### src/rtl/mv_filter_seq.sv
// mv_filter_seq: measurement sequencer for a bank of majority-vote filters.
// One start runs clear -> settle -> prescaled sample strobes -> evaluation,
// then the captured filter decisions are offered on a valid/ready port.
// Optional build macro MV_FILTER_SEQ_AUTO_RESTART_EN: after each accepted
// result the next measurement starts immediately with the latched config.
module mv_filter_seq #(
    parameter int NumChan     = 8,
    parameter int PrescWidth  = 8,
    parameter int WinWidth    = 4,
    parameter int SettleWidth = 4
) (
    input  logic                   clk_i,
    input  logic                   rst_i,
    input  logic                   start_i,
    input  logic                   abort_i,
    input  logic [PrescWidth-1:0]  cfg_presc_i,
    input  logic [WinWidth-1:0]    cfg_window_i,
    input  logic [SettleWidth-1:0] cfg_settle_i,
    output logic                   filt_sample_o,
    output logic                   filt_clear_o,
    input  logic [NumChan-1:0]     filt_q_i,
    output logic                   res_valid_o,
    input  logic                   res_ready_i,
    output logic [NumChan-1:0]     res_data_o,
    output logic                   busy_o,
    output logic                   start_drop_o
);

    typedef enum logic [2:0] {
        ST_IDLE,
        ST_CLEAR,
        ST_SETTLE,
        ST_SAMPLE,
        ST_EVAL,
        ST_OUT
    } state_t;

    state_t                 state_q, state_d;
    logic [PrescWidth-1:0]  presc_cfg_q, presc_cfg_d;
    logic [WinWidth-1:0]    win_cfg_q, win_cfg_d;
    logic [SettleWidth-1:0] settle_cfg_q, settle_cfg_d;
    logic [PrescWidth-1:0]  presc_cnt_q, presc_cnt_d;
    logic [WinWidth-1:0]    win_cnt_q, win_cnt_d;
    logic [SettleWidth-1:0] settle_cnt_q, settle_cnt_d;
    logic                   eval_cnt_q, eval_cnt_d;
    logic [NumChan-1:0]     res_data_q, res_data_d;

    logic                   running;
    logic                   strobe;
    logic [WinWidth-1:0]    win_last;
    logic [SettleWidth-1:0] settle_last;

    // Window 0 behaves as 1; terminating on W-1 keeps the counter in range.
    assign win_last    = (win_cfg_q == '0) ? '0 : win_cfg_q - WinWidth'(1);
    assign settle_last = settle_cfg_q - SettleWidth'(1);
    assign running     = (state_q != ST_IDLE);
    assign strobe      = (state_q == ST_SAMPLE) && (presc_cnt_q == presc_cfg_q);

    // Abort wins over a strobe so sample and clear never overlap.
    assign filt_sample_o = strobe && !abort_i;
    assign filt_clear_o  = (state_q == ST_CLEAR) || (abort_i && running);
    assign res_valid_o   = (state_q == ST_OUT);
    assign res_data_o    = res_data_q;
    assign busy_o        = running;
    assign start_drop_o  = start_i && running;

    // Next-state and counter logic for the measurement sequence.
    always_comb begin
        state_d      = state_q;
        presc_cfg_d  = presc_cfg_q;
        win_cfg_d    = win_cfg_q;
        settle_cfg_d = settle_cfg_q;
        presc_cnt_d  = presc_cnt_q;
        win_cnt_d    = win_cnt_q;
        settle_cnt_d = settle_cnt_q;
        eval_cnt_d   = eval_cnt_q;
        res_data_d   = res_data_q;

        case (state_q)
            ST_IDLE: begin
                if (start_i) begin
                    presc_cfg_d  = cfg_presc_i;
                    win_cfg_d    = cfg_window_i;
                    settle_cfg_d = cfg_settle_i;
                    presc_cnt_d  = '0;
                    win_cnt_d    = '0;
                    settle_cnt_d = '0;
                    eval_cnt_d   = 1'b0;
                    state_d      = ST_CLEAR;
                end
            end
            ST_CLEAR: begin
                state_d = (settle_cfg_q != '0) ? ST_SETTLE : ST_SAMPLE;
            end
            ST_SETTLE: begin
                if (settle_cnt_q == settle_last) begin
                    settle_cnt_d = '0;
                    state_d      = ST_SAMPLE;
                end else begin
                    settle_cnt_d = settle_cnt_q + SettleWidth'(1);
                end
            end
            ST_SAMPLE: begin
                if (strobe) begin
                    presc_cnt_d = '0;
                    if (win_cnt_q == win_last) begin
                        eval_cnt_d = 1'b0;
                        state_d    = ST_EVAL;
                    end else begin
                        win_cnt_d = win_cnt_q + WinWidth'(1);
                    end
                end else begin
                    presc_cnt_d = presc_cnt_q + PrescWidth'(1);
                end
            end
            ST_EVAL: begin
                // Two cycles let the filters update and register their output.
                if (eval_cnt_q) begin
                    res_data_d = filt_q_i;
                    state_d    = ST_OUT;
                end else begin
                    eval_cnt_d = 1'b1;
                end
            end
            ST_OUT: begin
                if (res_ready_i) begin
`ifdef MV_FILTER_SEQ_AUTO_RESTART_EN
                    presc_cnt_d  = '0;
                    win_cnt_d    = '0;
                    settle_cnt_d = '0;
                    eval_cnt_d   = 1'b0;
                    state_d      = ST_CLEAR;
`else
                    state_d      = ST_IDLE;
`endif
                end
            end
            default: state_d = ST_IDLE;
        endcase

        // Abort discards any pending result and outranks handshake and start.
        if (abort_i && running) begin
            state_d      = ST_IDLE;
            presc_cnt_d  = '0;
            win_cnt_d    = '0;
            settle_cnt_d = '0;
            eval_cnt_d   = 1'b0;
        end
    end

    // State, latched config, counters and result register.
    always_ff @(posedge clk_i) begin
        if (rst_i) begin
            state_q      <= ST_IDLE;
            presc_cfg_q  <= '0;
            win_cfg_q    <= '0;
            settle_cfg_q <= '0;
            presc_cnt_q  <= '0;
            win_cnt_q    <= '0;
            settle_cnt_q <= '0;
            eval_cnt_q   <= 1'b0;
            res_data_q   <= '0;
        end else begin
            state_q      <= state_d;
            presc_cfg_q  <= presc_cfg_d;
            win_cfg_q    <= win_cfg_d;
            settle_cfg_q <= settle_cfg_d;
            presc_cnt_q  <= presc_cnt_d;
            win_cnt_q    <= win_cnt_d;
            settle_cnt_q <= settle_cnt_d;
            eval_cnt_q   <= eval_cnt_d;
            res_data_q   <= res_data_d;
        end
    end

endmodule
### config.mk
export PLATFORM = sky130hd
export DESIGN_NAME = mv_filter_seq
export DESIGN_NICKNAME = d
export VERILOG_FILES = /design/src/rtl/mv_filter_seq.sv
export SDC_FILE = /design/constraint.sdc
export NUM_CORES = 1
export LEC_CHECK = 0
export ABC_AREA = 1
export CAP_MARGIN = 20
export CORE_MARGIN = 2
export CORE_UTILIZATION = 45
export DETAILED_ROUTE_END_ITERATION = 16
export PLACE_DENSITY = 0.73
export SETUP_SLACK_MARGIN = 0.3
export SLEW_MARGIN = 15
export SYNTH_ARGS = -nofsm -noshare
export SYNTH_HDL_FRONTEND = slang
export SYNTH_SLANG_ARGS = --single-unit
### constraint.sdc
create_clock -name clk_i -period 1.7 [get_ports clk_i]
set_input_delay 0.17 -clock clk_i [delete_from_list [all_inputs] [get_ports clk_i]]
set_output_delay 0.17 -clock clk_i [all_outputs]
set_load 0.005 [all_outputs]
==> flow_summary.toml <==
[run_status]
outcome = "complete, but fails checks"
violations = "negative setup slack"

[clock_tree]
cts_tree = "built"
clock_sinks = 44
cts_buffer_depth = 2
clk_latency_ns = 0.31
numCtsBuffers = 5
cts_root_buffer = "clkbuf_8"
clkSlewWorstSetupHoldPaths_ns = 0.09
h-tree-depth = 2

[drt]
vias = 2838
first_pass_iters = 7
first_iter_violations = 298
wl_um = 9150
ant_nets = 0
drc = 0
wl_per_cell_um = 18.1
vias_per_cell = 5.61

[die]
fp.dieH_um = 76.5
die_x_um = 76.5
core_area_mm2 = 0.00507
io_pins = 42
rows = 26
initial_core_util_pct = 46.6
die-area_mm2 = 0.00585

[cells_and_area]
drive_gt1_share_pct = 45.4
antenna_cells = 0
fin_area_mm2 = 0.00406
fillers = 305
area_growth_pct = 71.8
final_core_utilization_pct = 80.1
nNetsFinal = 469

[synthesis]
synth_edf_count = 0
synthFlopType = "dfxtp_1"
seq_area_frac_synth_pct = 37.2
synth_area_per_cell_um2 = 7.02
ys_types = 35
synthCells = 337
yosys_warnings = 0
netlist_area_mm2 = 0.00237
synthArstFlopShare_pct = 0
syn-num-nets = 371
synth-seq-cells = 44

[timing]
tns_ns = -0.648
finalSetupViolations = 9
finalHoldViolCount = 0
fmax_mhz = 550
rsz0062_at_grt = "true"
finClkSkew_ns = 0.00794
tightest_slew_ns = 0.482
holdWs_ns = 0.443
post-route-period-util_pct = 107
timing.final.max_slew_violations = 0
slew_headroom_pct = 67.8
finalWorstSetupSlack_ns = -0.117
period_minus_slack_ns = 1.82

[global_routing]
grt.overflow.total = 0
track_usage_pct = 24.6
grt_max_degree = 15
grt_pass1_wl_um = 11600
grt_antenna_before_repair = 0
first_global_vias = 2517

[placed_design]
place_area_mm2 = 0.00302
place_hpwl_um = 4190
pre_cts_ws_ns = -0.00693
place.gp.congestion = 0.810
port_buffers = 41

[worst_setup_path]
critical_path_required_ns = 1.90
worst-setup-path-type = "reg -> reg"
endpoint_kind = "flip-flop"
worstPathArrival_ns = 2.02
cp-start-kind = "flip-flop"
worst-path-max-fanout = 4

[min_path]
worst_hold_path_type = "in -> reg"

[pwr]
power_leakage_uw = 0.00161
p_per_area_mw_per_mm2 = 1600
peakVddDrop_v = 0.000960

[run]
max-cap-violations = 0
## cells in the mapped netlist, drive strengths merged, types with 2 or more instances
cell type | n | area, µm²
a21oi | 40 | 215
clkbuf | 5 | 18.8
dfxtp | 44 | 881
ha | 5 | 62.6
inv | 42 | 160
nand2 | 94 | 393
nand3 | 28 | 158
nand3b | 3 | 22.5
nand4 | 4 | 25.0
nor2 | 27 | 131
nor3 | 10 | 76.3
o21ai | 19 | 95.1
xnor2 | 2 | 17.5
xor2 | 5 | 43.8
## layout by cell type (no fill, tap or decap), types with 9 or more instances in the layout
cell,instances
nand2_2,19
nor2_2,9
buf_4,28
dfxtp_1,34
a21oi_2,22
nor2_1,12
o21ai_2,12
buf_6,20
nand2_4,9
inv_1,32
nand3_1,19
clkdlybuf4s50_1,36
a21oi_1,17
nand2_1,60
## sequential cells by signal (all words and copies together) (netlist names), 3 cells and up
name,flops
presc_cfg_q,8
presc_cnt_q,8
res_data_o,8
settle_cfg_q,4
settle_cnt_q,4
state_q,3
win_cfg_q,4
win_cnt_q,4
## power breakdown
part	leakage, µW	switching (µW)	total, µW	internal [µW]
registers	0.000364	183	1410	1230
logic	0.00119	2280	4260	1980
clock network	0.0000552	384	821	437
total	0.00161	2840	6490	3640
## final cells by class
cell class / instances / area [µm²] / share of cell area (%)
clock buffers: 6 / 72.6 / 1.79
flip-flops and latches: 44 / 901 / 22.2
inverters: 43 / 201 / 4.96
well taps: 70 / 87.6 / 2.16
multi-input cells: 244 / 1760 / 43.4
repair buffers: 97 / 1000 / 24.7
clock inverters: 2 / 35.0 / 0.862
## metrics by stage
step                total power, µW  std cells
floorplan                      2870        337
global placement               3420        462
detailed placement             3450        462
CTS                            5380        496
global route                   6770        506
finish                         6490        506
## cells by family after synthesis
| kind of cell | after synthesis | share of synthesized area (%) |
|---|---|---|
| flops | 44 | 37.2 |
| simple gates | 170 | 35.5 |
| fa+ha+maj | 5 | 2.64 |
| xor+xnor | 7 | 2.59 |
| compound gates | 62 | 14.1 |
| buf+inv | 49 | 7.99 |
## routing by layer
metal | share of wire (%) | global-route usage (%) | vias to the layer above
met2 | 49 | 42.0 | 174
met3 | 7.4 | 5.92 | 47
met4 | 4.2 | 11.1 | 0
li1 | - | - | 1290
met1 | 39 | 29.3 | 1327
met5 | 0 | 0 | -
## worst max-delay path, cell delays in order, from the launching register on
cell,delay (ns)
dfxtp_2,0.35
inv_4,0.06
ha_4,0.15
inv_1,0.06
nand2_1,0.07
nand3b_1,0.12
nand2_1,0.09
nor2_1,0.13
nand2_1,0.13
a21oi_2,0.24
nand3_4,0.13
nor2_2,0.14
nor2_2,0.05
## worst paths after layout
| kind | start | to | slack, ns | cells after the start |
|---|---|---|---|---|
| max | settle_cfg_q[1] | state_q[2] | -0.12 | 12 |
| max reg2reg | settle_cfg_q[1] | state_q[2] | -0.12 | 12 |
| min reg2reg | res_data_o[1] | res_data_o[1] | 0.47 | 2 |
| min | filt_q_i[2] | res_data_o[2] | 0.44 | 3 |
## timing repair
action,CTS,global route
setup endpoints to repair,34,48
setup buffers,26,7
pin swaps,25,17
gates cloned,0,3
resized for setup,108,83
hold buffers,0,0
(Power assumes the default switching activity.)
==> RTL change: new RTL, same settings <==
Set the parameter `PrescWidth` to 12 (it was 8).
--- a/src/rtl/mv_filter_seq.sv
+++ b/src/rtl/mv_filter_seq.sv
@@ -6,5 +6,5 @@
 module mv_filter_seq #(
     parameter int NumChan     = 8,
-    parameter int PrescWidth  = 8,
+    parameter int PrescWidth  = 12,
     parameter int WinWidth    = 4,
     parameter int SettleWidth = 4
Interface: changed (resized cfg_presc_i); port bits go from 42 to 46. No check against the original RTL was run, so the function may have changed too.
==> RTL change against the original RTL <==
- the run still ends with setup timing left
- routed wire length fell by 15%
- largest cell class unchanged
- power is 11% lower
- cell area decreased by 0.86%
- sequential power increased by 14%
- setup slack better by 0.095 ns
- sequential share of layout area increased by 4.3 points
- sequential cell count rose by 8
- synthesized area increased by 15%
- first-iteration DRC count shrank 57%
==> RTL change: results (changes against the original RTL) <==
\begin{tabular}{lr}
\hline
Metric & Value \\
\hline
\multicolumn{2}{l}{\textbf{Global routing}} \\
Initial antenna violation count & 0 (unchanged) \\
First-pass GRT wire length & 11850 um (was 11610 um) \\
Vias in the first global route & 2736 (was 2517) \\
Global-route total usage across every layer & 22.37\% (was 24.64\%) \\
Largest net degree at the start of global routing & 28 (was 15) \\
\multicolumn{2}{l}{\textbf{CTS}} \\
CTS max path bufs & 2 (unchanged) \\
Clk Tree Root Cell & clkbuf\_8 (unchanged) \\
\multicolumn{2}{l}{\textbf{Outcome}} \\
Violated checks & setup timing (unchanged) \\
Outcome & finished with violations (unchanged) \\
\multicolumn{2}{l}{\textbf{Routing}} \\
WL final & 7741 um (was 9146 um) \\
DRT iter0 DRCs & 129 (was 298) \\
Via/cell ratio & 5.120 (was 5.609) \\
Drt first pass iters & 5 (was 7) \\
\multicolumn{2}{l}{\textbf{Timing}} \\
Slew Limit Headroom & 80.68\% (was 67.76\%) \\
Skew final & 0.01464 ns (was 0.007943 ns) \\
Total Neg Setup Slack & -0.02341 ns (was -0.6480 ns) \\
Final setup violation count & 2 (was 9) \\
Final Worst Setup Slack & -0.02211 ns (was -0.1172 ns) \\
\multicolumn{2}{l}{\textbf{Synth}} \\
Cell types with the largest area share after synthesis & dfxtp\_1 38\%, nand2\_1 15\%, a21oi\_1 7.7\% (was dfxtp\_1 37\%, nand2\_1 14\%, a21oi\_1 8.0\%) \\
Number of nets in the synthesized netlist & 440 (was 371) \\
Sequential share of the synthesized area & 38.17\% (was 37.23\%) \\
List of most frequent post-synthesis cells & 112 x nand2\_1, 52 x dfxtp\_1, 42 x a21oi\_1 (was 86 x nand2\_1, 44 x dfxtp\_1, 38 x a21oi\_1) \\
Number of different library cells in the post-synthesis netlist & 31 (was 35) \\
\multicolumn{2}{l}{\textbf{Worst setup path}} \\
CP Data Arrival Time & 1.93 ns (was 2.02 ns) \\
Startpoint of the most critical setup path & state\_q[1]\$\_SDFFE\_PP0P\_ (was settle\_cfg\_q[1]\$\_SDFFE\_PP0P\_) \\
Register-to-Register Path Depth & 13 (was 12) \\
CP Max Fanout & 4 (unchanged) \\
\multicolumn{2}{l}{\textbf{Hold path}} \\
Startpoint of the lowest-slack hold path & cfg\_presc\_i[7] (was filt\_q\_i[2]) \\
\multicolumn{2}{l}{\textbf{Final layout}} \\
Final net count & 531 (was 469) \\
Diode insertion count for antenna repair & 0 (unchanged) \\
Fraction of final layout cells sized beyond drive strength 1 & 32.05\% (was 45.41\%) \\
Filler cell count & 467 (was 305) \\
\multicolumn{2}{l}{\textbf{Power}} \\
Worst IR drop on VDD & 0.7822 mV (was 0.9597 mV) \\
Leak & 1.709 nW (was 1.606 nW) \\
Cell-internal power & 3.274 mW (was 3.644 mW) \\
\multicolumn{2}{l}{\textbf{Placed design}} \\
Global placer's final weighted congestion & 0.8694 (was 0.8099) \\
Placed cell area & 0.003391 mm\^{}2 (was 0.003022 mm\^{}2) \\
DPL Wire Length & 4613 um (was 4187 um) \\
Count of buffers inserted at the top-level ports & 45 (was 41) \\
\hline
\end{tabular}
==> RTL change: cells by family (layout without fill, tap and decap cells) <==
group / count (synthesis) / after routing / synth area share [%]
AOI/OAI and AO/OA: 67 / 67 / 12.98
DFF: 52 / 52 / 38.17
buffers and inverters: 62 / 153 / 8.716
and+or+nand+nor: 202 / 202 / 33.35
xor gates and xnor gates: 14 / 14 / 4.495
adders and majority gates: 5 / 5 / 2.294
==> RTL change: worst paths after layout <==
kind / to / slack [ns]
setup / recovery: presc_cnt_q[9]$_SDFFE_PP0P_ / -0.02
hold reg to reg: res_data_o[4]$_SDFFE_PP0P_ / 0.47
setup reg to reg: presc_cnt_q[9]$_SDFFE_PP0P_ / -0.02
hold / removal: presc_cfg_q[7]$_SDFFE_PP0P_ / 0.42
==> RTL change: area by class of cell <==
cell class | instances | share of cell area [%]
multi-input cells | 288 | 42.08
flip-flops and latches | 52 | 26.49
repair buffers | 92 | 21.43
inverters | 54 | 5.404
well taps | 75 | 2.329
clock buffers | 6 | 2.050
clock inverters | 1 | 0.2174
==> RTL change: routing by layer <==
metal	track usage, %	vias up	share of wire (%)
li1	-	1455	-
met1	27.72	1337	43
met2	37.72	88	49
met3	5.495	28	5.1
met4	7.833	0	3.1
met5	0	-	0
==> RTL change: worst max-delay path, cell delays in order (launching register included) <==
cell and delay [ns]:
dfxtp_4 0.38, inv_4 0.06, nand2_4 0.05, nor2_4 0.12, buf_6 0.11, buf_6 0.09, nand2_4 0.06, nand2_4 0.11
nand2_4 0.07, nor2_4 0.11, nand2_2 0.09, nor2_2 0.12, xor2_1 0.18, nor2_1 0.07
==> RTL change: metrics by stage <==
stage | utilization [%] | setup WS, ns | cells
final | 68.45 | -0.02211 | 568
after global routing | 68.45 | -0.1239 | 568
after CTS | 64.48 | 0.03990 | 561
after detailed placement | 57.61 | 0.02462 | 531
after global placement | 57.61 | 0.01821 | 531
after floorplan | - | 0.1617 | 402
==> RTL change: power by group through the flow <==
stage | clock, mW | combinational, mW | sequential [mW]
after floorplan | 0 | 1.58 | 1.58
after detailed placement | 0 | 2.20 | 1.61
after global placement | 0 | 2.16 | 1.61
after global routing | 0.803 | 3.70 | 1.63
final | 0.749 | 3.41 | 1.61
after CTS | 0.757 | 2.85 | 1.59
==> RTL change: what timing repair did <==
item | 4_1_cts | 5_1_grt
cloned | 0 | 1
buffers inserted | 23 | 6
pin swaps | 20 | 21
resized for setup | 61 | 69
hold endpoints to repair | 0 | 0
endpoints found under the setup margin | 27 | 57
